## src/rtl/gb80_mem_ctrl.sv

```systemverilog
// gb80 memory bus controller: wait-stated ROM/RAM/OAM bus cycles for the
// processor port, plus the OAM DMA engine triggered by a write to DMA_REG_ADDR.
module gb80_mem_ctrl #(
  parameter int                    ADDR_WIDTH   = 16,
  parameter int                    DATA_WIDTH   = 8,
  parameter int                    WAIT_STATES  = 1,
  parameter int                    DMA_LEN      = 160,
  parameter logic [ADDR_WIDTH-1:0] DMA_REG_ADDR = 16'hFF46,
  parameter logic [ADDR_WIDTH-1:0] OAM_BASE     = 16'hFE00
) (
  input  logic                  i_clk,
  input  logic                  i_reset,
  input  logic [ADDR_WIDTH-1:0] i_cpu_addr,
  input  logic [DATA_WIDTH-1:0] i_cpu_wdata,
  input  logic                  i_cpu_rd,
  input  logic                  i_cpu_wr,
  output logic [DATA_WIDTH-1:0] o_cpu_rdata,
  output logic                  o_cpu_ready,
  output logic                  o_cpu_busy,
  output logic [ADDR_WIDTH-1:0] o_mem_addr,
  output logic [DATA_WIDTH-1:0] o_mem_wdata,
  output logic                  o_mem_rd,
  output logic                  o_mem_wr,
  input  logic [DATA_WIDTH-1:0] i_mem_rdata,
  output logic                  o_dma_active
);

  typedef enum logic [2:0] {
    S_IDLE,
    S_ACCESS,
    S_DONE,
    S_DMA_RD,
    S_DMA_WR
  } state_t;

  localparam logic [2:0] WAIT_INIT = 3'(WAIT_STATES);
  localparam logic [7:0] LAST_IDX  = 8'(DMA_LEN - 1);

  state_t                state, state_d;
  logic [2:0]            wait_cnt, wait_cnt_d;
  logic [7:0]            dma_idx, dma_idx_d;
  logic [ADDR_WIDTH-1:0] addr_q;
  logic [DATA_WIDTH-1:0] wdata_q;
  logic                  is_wr;
  logic                  dma_pend;
  logic [DATA_WIDTH-1:0] src_hi;
  logic [DATA_WIDTH-1:0] dma_buf;
  logic [DATA_WIDTH-1:0] rdata_q;

  logic strobe;
  logic dma_trig;
  logic phase_last;

  assign strobe     = i_cpu_rd | i_cpu_wr;
  // A write wins over a simultaneous read, so rd+wr to the DMA register triggers DMA.
  assign dma_trig   = i_cpu_wr && (i_cpu_addr == DMA_REG_ADDR);
  assign phase_last = (wait_cnt == 3'd0);

  // NOTE: every always_comb output gets a default first, so no path can infer a latch.
  always_comb begin
    state_d    = state;
    wait_cnt_d = wait_cnt;
    dma_idx_d  = dma_idx;
    case (state)
      S_IDLE: begin
        if (strobe) begin
          if (dma_trig) begin
            state_d = S_DONE;
          end else begin
            state_d    = S_ACCESS;
            wait_cnt_d = WAIT_INIT;
          end
        end
      end
      S_ACCESS: begin
        if (phase_last) state_d = S_DONE;
        else            wait_cnt_d = wait_cnt - 3'd1;
      end
      S_DONE: begin
        if (dma_pend) begin
          state_d    = S_DMA_RD;
          wait_cnt_d = WAIT_INIT;
          dma_idx_d  = 8'd0;
        end else begin
          state_d = S_IDLE;
        end
      end
      S_DMA_RD: begin
        if (phase_last) begin
          state_d    = S_DMA_WR;
          wait_cnt_d = WAIT_INIT;
        end else begin
          wait_cnt_d = wait_cnt - 3'd1;
        end
      end
      S_DMA_WR: begin
        if (phase_last) begin
          wait_cnt_d = WAIT_INIT;
          if (dma_idx == LAST_IDX) begin
            state_d = S_IDLE;
          end else begin
            state_d   = S_DMA_RD;
            dma_idx_d = dma_idx + 8'd1;
          end
        end else begin
          wait_cnt_d = wait_cnt - 3'd1;
        end
      end
      default: state_d = S_IDLE;
    endcase
  end

  // NOTE: sequential state uses non-blocking assignments so every register samples pre-edge values.
  always_ff @(posedge i_clk or negedge i_reset) begin
    if (!i_reset) begin
      state    <= S_IDLE;
      wait_cnt <= 3'd0;
      dma_idx  <= 8'd0;
    end else begin
      state    <= state_d;
      wait_cnt <= wait_cnt_d;
      dma_idx  <= dma_idx_d;
    end
  end

  always_ff @(posedge i_clk or negedge i_reset) begin
    if (!i_reset) begin
      addr_q   <= '0;
      wdata_q  <= '0;
      is_wr    <= 1'b0;
      dma_pend <= 1'b0;
      src_hi   <= '0;
      dma_buf  <= '0;
      rdata_q  <= '0;
    end else begin
      if (state == S_IDLE && strobe) begin
        addr_q   <= i_cpu_addr;
        wdata_q  <= i_cpu_wdata;
        is_wr    <= i_cpu_wr;
        dma_pend <= dma_trig;
        if (dma_trig) src_hi <= i_cpu_wdata;
      end
      if (state == S_DONE) dma_pend <= 1'b0;
      if (state == S_ACCESS && phase_last && !is_wr) rdata_q <= i_mem_rdata;
      if (state == S_DMA_RD && phase_last) dma_buf <= i_mem_rdata;
    end
  end

  // Bus outputs are decoded from state, so reset forces them low immediately.
  always_comb begin
    o_mem_addr  = '0;
    o_mem_wdata = '0;
    o_mem_rd    = 1'b0;
    o_mem_wr    = 1'b0;
    case (state)
      S_ACCESS: begin
        o_mem_addr  = addr_q;
        o_mem_rd    = !is_wr;
        o_mem_wr    = is_wr;
        o_mem_wdata = is_wr ? wdata_q : '0;
      end
      S_DMA_RD: begin
        o_mem_addr = ADDR_WIDTH'({src_hi, dma_idx});
        o_mem_rd   = 1'b1;
      end
      S_DMA_WR: begin
        o_mem_addr  = OAM_BASE + ADDR_WIDTH'(dma_idx);
        o_mem_wdata = dma_buf;
        o_mem_wr    = 1'b1;
      end
      default: ;
    endcase
  end

  assign o_cpu_rdata  = rdata_q;
  assign o_cpu_ready  = (state == S_DONE);
  assign o_dma_active = (state == S_DMA_RD) || (state == S_DMA_WR);
  assign o_cpu_busy   = (state != S_IDLE) || o_dma_active;

endmodule

```

## config.mk

```make
export PLATFORM = sky130hd
export DESIGN_NAME = gb80_mem_ctrl
export DESIGN_NICKNAME = d
export VERILOG_FILES = /design/src/rtl/gb80_mem_ctrl.sv
export SDC_FILE = /design/constraint.sdc
export NUM_CORES = 1
export LEC_CHECK = 0
export CAP_MARGIN = 20
export CORE_AREA = 2 2 124 78
export CTS_BUF_LIST = sky130_fd_sc_hd__clkbuf_4 sky130_fd_sc_hd__clkbuf_8
export DETAILED_ROUTE_END_ITERATION = 10
export DIE_AREA = 0 0 126 80
export HOLD_SLACK_MARGIN = 0.12
export PLACE_DENSITY = 0.65
export RECOVER_POWER = 25
export REMOVE_ABC_BUFFERS = 1
export SKIP_CTS_REPAIR_TIMING = 1
export SYNTH_ARGS = -nofsm -noshare
export SYNTH_HDL_FRONTEND = slang
export SYNTH_SLANG_ARGS = --single-unit
```

## constraint.sdc

```tcl
create_clock -name i_clk -period 2.3 [get_ports i_clk]
set_input_delay 0.345 -clock i_clk [delete_from_list [all_inputs] [get_ports i_clk]]
set_output_delay 0.345 -clock i_clk [all_outputs]
set_load 0.005 [all_outputs]
```

==> run summary <==
R2R Setup Slk - 0.26 ns
Number of flops mapped to enable cells by yosys - 0
Top_reg_cell synth - dfrtp_1
Crit Reg-Reg Startpoint - state[0]$_DFFE_PN0P_
Final Worst Setup Slack - -0.04412 ns
Routed Antenna Nets - 0
Die X - 126 µm
Actual slew at the worst max-slew pin - 1.562 ns
Fill cells - 792
Clk buf depth - 2
Clock root cell - clkbuf_8
Mux contribution to synthesized area - 22.92%
GPL Wtd Cong - 0.8775
Worst Path Required - 1.96 ns
Worst setup path class - reg -> out
Reg clk slew, reported paths - 0.06 ns
Yosys cell types - 45
Diode count - 0
Slew Viols, Final - 65
Total power per unit cell area - 541.7 mW/mm²
Leak Pwr - 0.002032 µW
Ys Warns - 0
Period minus WS final - 2.344 ns
Core Region - 0.008919 mm²
Skew-Pair Late Insertion Delay - 0.34 ns
Post-synthesis adder-cell area fraction - 1.191%
Layout cell share with drive strength beyond 1 - 28.38%
Most frequent cells in the layout - dfrtp_1, mux2_2, clkdlybuf4s50_1
Final setup viols - 2
WP data arrival - 2.00 ns
Clock skew - 0.005635 ns
RSZ-0062 raised after global routing - true
Asr flop ratio synth - 100.0%
Total Routed Length - 8411 µm
P&R area growth vs syn - 41.78%
Setup WS pre-CTS - 0.1412 ns
Worst vdd ir - 0.3192 mV
Placed Cells - 461
Status - finished, violations left
Final Hold Vio Count - 0
H-tree depth - 3
Final Cycle Share - 101.9%
First-pass GRT wire length - 13290 µm
Die Height - 80 µm
Clock Sinks - 64
IO Pins - 73
TritonCTS Buffers - 9
Type of the most critical hold path - reg -> reg
Row cnt - 27
CP Launch Point - state[0]$_DFFE_PN0P_
Via density - 5.204
Vias in the first global route - 2549
Rel. slew slack - -4.123%
Nets - 404
Max Cap Violations - 1
Die area - 0.01008 mm²
Mapped Cells - 269
Grt ovf - 0
Synth Area in XOR/XNOR - 1.390%
Critical Path End - o_mem_wdata[1]
Non-Filler Instances - 486
Port Buffers - 72
Seq cells post-synth - 64
Starting density of the core - 35.33%
Syn_area_per_cell - 11.71 µm²
Routed wire per std cell - 17.31 µm
Synth Area in Simple Gates - 11.44%
Compound-gate portion of the synthesized area - 9.412%
Maximum clock frequency - 0.4266 GHz
Min Hold Slack - 0.4903 ns
Drt drc - 0
Cell Area, Synth - 0.003151 mm²
R2R Path End - addr_q[0]$_DFFE_PN0P_
Worst Path Max Fanout - 9
Failing checks - capacitance limit, slew limit, setup timing
Global Route Usage Sum - 17.10%
Post-synthesis sequential area ratio - 50.83%
Worst setup SP type - flop
Reg2reg path depth - 7
CTS tree - built
Initial DRC Count - 123
Combinational family with the most area after synthesis - multiplexers
HPWL after detailed placement - 6074 µm
Drt first pass iters - 4
Crit. End Element - output pin
Most common cell after layout, fill and taps aside - dfrtp_1
Largest net degree at the start of global routing - 65
DR vias - 2529
Initial antenna violation count - 0
==> routing by layer <==
metal / GRT usage (%) / wire [µm] / up-vias
li1: - / - / 1165
met2: 24.57 / 3619 / 97
met4: 5.275 / 143 / 0
met5: 0 / 0 / -
met3: 5.764 / 602 / 18
met1: 24.28 / 4045 / 1249
==> synth_stat cells (2+ instances only) <==
cell type / count / area [µm²]
clkbuf_1: 7 / 26.28
nor2b_1: 2 / 12.51
o21ai_0: 22 / 110.1
nor3b_1: 2 / 15.01
nand2b_1: 3 / 18.77
xnor2_1: 3 / 26.28
nor2_1: 11 / 41.29
xor2_1: 2 / 17.52
nand4_1: 2 / 12.51
buf_4: 3 / 22.52
a21oi_1: 4 / 20.02
nand3_1: 8 / 40.04
mux2i_1: 17 / 170.2
inv_1: 4 / 15.01
nor3_1: 4 / 20.02
ha_1: 3 / 37.54
buf_2: 4 / 20.02
mux2_2: 48 / 540.5
nand2_1: 20 / 75.07
a22o_1: 9 / 78.83
dfrtp_1: 64 / 1602
and3_1: 4 / 25.02
==> kinds of logic (layout without fill, tap and decap cells) <==
logic type	count (synthesis)	in the layout
AND/OR/NAND/NOR	67	67
multiplexers	66	66
flip-flops	64	64
AO/OA/AOI/OAI	45	45
buffers and inverters	19	120
XOR/XNOR	5	5
adder cells (fa/ha/maj)	3	3
==> how the worst min path moves through the flow <==
| stage | slack (ns) | cells after the start | endpoint | startpoint |
|---|---|---|---|---|
| after floorplan | 0.05 | 0 | addr_q[0]$_DFFE_PN0P_ | i_reset |
| after CTS | 0.01 | 2 | dma_idx[7]$_DFFE_PN0P_ | i_reset |
| after detailed placement | 0.39 | 2 | dma_idx[7]$_DFFE_PN0P_ | i_reset |
| final | 0.49 | 1 | o_cpu_rdata[0]$_DFFE_PN0P_ | o_cpu_rdata[0]$_DFFE_PN0P_ |
| after global routing | 0.50 | 1 | o_cpu_rdata[0]$_DFFE_PN0P_ | o_cpu_rdata[0]$_DFFE_PN0P_ |
| after global placement | 0.39 | 2 | dma_idx[7]$_DFFE_PN0P_ | i_reset |
==> critical path, cell delays in order (launching register included) <==
cell	delay, ns
dfrtp_2	0.43
buf_4	0.16
nor3b_4	0.22
buf_6	0.18
a22o_1	0.16
clkdlybuf4s50_1	0.51
==> stage by stage <==
step / instance area (µm²) / TNS, ns / total power [µW] / utilization (%)
3_5_place_dp: 4093 / 0 / 1400 / 45.89
2_1_floorplan: 3077 / -6.462 / 1259 / -
6_report: 4467 / -0.04799 / 2420 / 50.08
3_3_place_gp: 4093 / 0 / 1396 / 45.89
5_1_grt: 4467 / -0.5494 / 2518 / 50.08
4_1_cts: 4314 / -3.363 / 2456 / 48.37
==> cell type report <==
cell class              count  area [µm²]  share of cell area [%]
multi-input cells         186        1476                   33.05
clock buffers              14       186.4                   4.174
flip-flops and latches     64        1605                   35.94
inverters                   4       15.01                  0.3361
well taps                 116       145.1                   3.249
clock inverters             2       35.03                  0.7843
repair buffers            100        1003                   22.46
==> registers in the layout, indices dropped and copies added (netlist names) <==
name,count
wait_cnt,3
src_hi,8
dma_idx,8
is_wr,1
dma_pend,1
wdata_q,8
o_cpu_rdata,8
dma_buf,8
addr_q,16
state,3
==> report_power, final <==
| part | internal [µW] | switching, µW |
|---|---|---|
| clock network | 630 | 416 |
| logic | 118 | 67.5 |
| registers | 1170 | 21.4 |
| total | 1910 | 505 |
Power figures use the tool's default switching activity.
==> edit 1, RTL diff (same settings) <==
The 5 states of `state_t` get a one-hot encoding in 5 bits.
--- a/src/rtl/gb80_mem_ctrl.sv
+++ b/src/rtl/gb80_mem_ctrl.sv
@@ -27,8 +27,8 @@
 
-  typedef enum logic [2:0] {
-    S_IDLE,
-    S_ACCESS,
-    S_DONE,
-    S_DMA_RD,
-    S_DMA_WR
+  typedef enum logic [4:0] {
+    S_IDLE   = 5'b00001,
+    S_ACCESS = 5'b00010,
+    S_DONE   = 5'b00100,
+    S_DMA_RD = 5'b01000,
+    S_DMA_WR = 5'b10000
   } state_t;
Check against the original RTL: no difference found for any inputs over 10 cycles, from zero or initial values and one cycle with i_reset low; not proved beyond that.
==> edit 1 against the original RTL <==
- global-route usage rose by 1.8 points
- clock skew up 0.0039 ns
- critical path type unchanged
- the flow still finishes with violations (capacitance limit, slew limit, setup timing)
- critical path depth up 3
- sequential share of layout area decreased by 1.4 points
- sequential cell count grew 2
- final area increased by 7.3%
- routed wire length up 17%
- synthesized cell count fell by 2.6%
- setup slack worse by 0.27 ns
- first-iteration DRC count rose by 61%
- synthesized area shrank 0.36%
Power is not compared: it rests on default switching activity, and its combinational part moved more than twofold at a synthesized area within 25%.
==> edit 1: results (changes against the original RTL) <==
logic_synthesis:
  synth_commonest_cells: "dfrtp_1, mux2_2, clkbuf_1"
  yosysSeqAreaShare_pct: 52.65  # +1.8 points
  synth_xor_xnor_area_share_pct: 0.2790  # -1.1 points
grt:
  met3_usage_pct: 6.233  # +0.47 points
  grt_use_met1_pct: 27.62  # +3.3 points
  grt_usage_pct: 18.92  # +1.8 points
  grt_pass1_vias: 2599  # +2.0%
  grt_max_degree: 67  # +3.1%
place:
  gp_congestion: 0.8274  # -5.7%
  place_hpwl_mm: 6.498  # +7.0%
timing:
  maxSlewViolCount: 66  # +1.5%
  fin_ws_ns: -0.3150  # -0.2709 ns
  finalSetupViolCount: 22  # +20
  worst_pin_slew_ns: 1.512  # -0.04975 ns
clock_tree:
  clk_latency_ns: 0.37  # +0.03 ns
run_status:
  outcome: "complete, but fails checks"
  violations: "capacitance limit, slew limit, setup timing"
drt:
  met2_length_mm: 4.178  # +15%
setup_path:
  critPathMaxStageDelay_ns: 0.44  # -0.07 ns
  worstPathArrival_ns: 2.27  # +0.27 ns
  critPathTopFamily: "simple AND/OR/NAND/NOR gates"
  cpMaxStageDelayCell: "or3_4"
cells_and_area:
  drive_gt1_share_pct: 42.60  # +14 points
  multi_input_gates: 177  # -4.8%
  n_all_buffers: 130  # +30%
  nFillCells: 823  # +3.9%
  inverters: 3  # -1
  clkCellAreaFrac_pct: 4.359  # -0.60 points
  multi_input_area_share_pct: 32.00  # -1.1 points
worst_hold_path:
  worst_hold_path.endpoint: "wait_cnt[0]"
job:
  drv_cap: 1  # unchanged
edit 1: cell count changes in the layout (fill, tap and decap cells not counted), sizes merged, moves of 6 or more:
cell,delta
a221o,+6
dlymetal6s2s,-15
clkbuf,+8
mux2i,-17
a32o,+8
o21ai,-12
buf,+41
a21oi,+6
nand2,-7
edit 1: through the flow:
step           setup slack [ns]  instances  util [%]  power (mW)
3_5_place_dp            -0.2025        461     46.91       3.566
6_report                -0.3150        508     53.75       4.798
2_1_floorplan           -0.2888        246         -       2.619
3_3_place_gp            -0.1567        461     46.91       3.504
4_1_cts                 -0.5111        477     49.26       4.631
5_1_grt                 -0.3429        508     53.75       5.071
edit 1: logic make-up (layout without fill, tap and decap cells):
| kind of cell | Yosys count | count (layout) |
|---|---|---|
| xor gates and xnor gates | 1 | 1 |
| buffers and inverters | 19 | 149 |
| adders and majority gates | 3 | 3 |
| muxes | 48 | 48 |
| DFF | 66 | 66 |
| and+or+nand+nor | 65 | 65 |
| AOI/OAI and AO/OA | 60 | 60 |
==> edit 2, RTL diff (config.mk and constraints unchanged) <==
Made on the original files. Set the parameter `ADDR_WIDTH` to 17 (it was 16).
--- a/src/rtl/gb80_mem_ctrl.sv
+++ b/src/rtl/gb80_mem_ctrl.sv
@@ -3,3 +3,3 @@
 module gb80_mem_ctrl #(
-  parameter int                    ADDR_WIDTH   = 16,
+  parameter int                    ADDR_WIDTH   = 17,
   parameter int                    DATA_WIDTH   = 8,
Ports: changed (resized i_cpu_addr and o_mem_addr); port bits go from 73 to 75. No check against the original RTL was run, so the function may have changed too.
==> edit 2 against the original RTL <==
- die area did not move
- first-iteration DRC count rose by 49%
- critical path depth did not move
- cell count rose by 0.41%
- non-clock buffer count rose by 1
- sequential cell count rose by 1
- clock power fell by 16%
- maximum frequency rose by 4.4%
- power fell by 5.8%
- final area rose by 3.3%
- synthesized area rose by 3.2%
- routed wire length rose by 6.3%
- setup slack improved by 0.10 ns
==> edit 2: results (changes against the original RTL) <==
cells_and_area:
  drive_gt1_share_pct: 29.03  # +0.65 points
  final_nets: 410  # +1.5%
  nFillCells: 815  # +2.9%
  largest_register_ffs: 17  # +1
grt:
  grt_max_degree: 66  # +1.5%
  met3_usage_pct: 5.965  # +0.20 points
  grt_pass1_wl_mm: 13.83  # +4.0%
  grt_pass1_vias: 2501  # -1.9%
  grt_use_met1_pct: 27.28  # +3.0 points
  use_met2_pct: 24.68  # +0.11 points
worst_hold_path:
  worst_hold_path.endpoint: "wait_cnt[0]"
drt:
  drt_iter0_drc: 183  # +49%
  met2_length_mm: 3.676  # +1.6%
  drt-wirelength-per-cell_um: 18.33  # +5.9%
setup_path:
  r2r-end: "src_hi[0]"
  rr_startpoint: "state[1]"
  rrSetupSlack_ns: 0.23  # -0.03 ns
  path_max_fanout: 11  # +2
  reg2reg_depth: 6  # -1
  critPathMaxStageDelay_ns: 0.56  # +0.05 ns
  cpMaxStageDelayCell: "or4b_4"
  endpoint: "src_hi[0]"
timing:
  hold_slack_ns: 0.4992  # +0.008853 ns
  finalCritPeriodShare_pct: 97.59  # -4.3 points
place:
  place_ws_ns: -0.2802  # -0.4213 ns
  portBuffers: 74  # +2.8%
  gp_congestion: 0.8715  # -0.68%
  place_hpwl_mm: 6.045  # -0.47%
run_status:
  outcome: "completed"
pwr:
  p_leak_nw: 2.063  # +1.5%
logic_synthesis:
  synth.distinct_cells: 46  # +2.2%
## edit 2: cell count changes after synthesis, moves of 3 or more
cell and change:
mux2_2 -7, mux2_4 +8, buf_2 +4, nor4_1 +3, nor2_1 -3, buf_4 -3, nor3_1 -3
## edit 2: metrics by stage
step	area, um2	setup TNS [ns]	cells
finish	4614	0	488
global route	4614	-0.03055	488
CTS	4393	-4.431	476
detailed placement	4220	-3.109	463
global placement	4220	-2.677	463
floorplan	3177	-4.291	258
## edit 2: area by class of cell
type / count / area share, %
repair buffers: 101 / 23.56
clock buffers: 13 / 3.742
flip-flops and latches: 65 / 35.33
inverters: 5 / 0.4067
multi-input cells: 188 / 33.81
well taps: 116 / 3.145
## edit 2: cells by family after synthesis
group | share of synthesized area [%]
AO/OA/AOI/OAI | 9.123
XOR/XNOR | 1.078
multiplexers | 22.83
AND/OR/NAND/NOR | 12.93
adder cells (fa/ha/maj) | 1.155
flip-flops | 50.04
buffers and inverters | 2.848
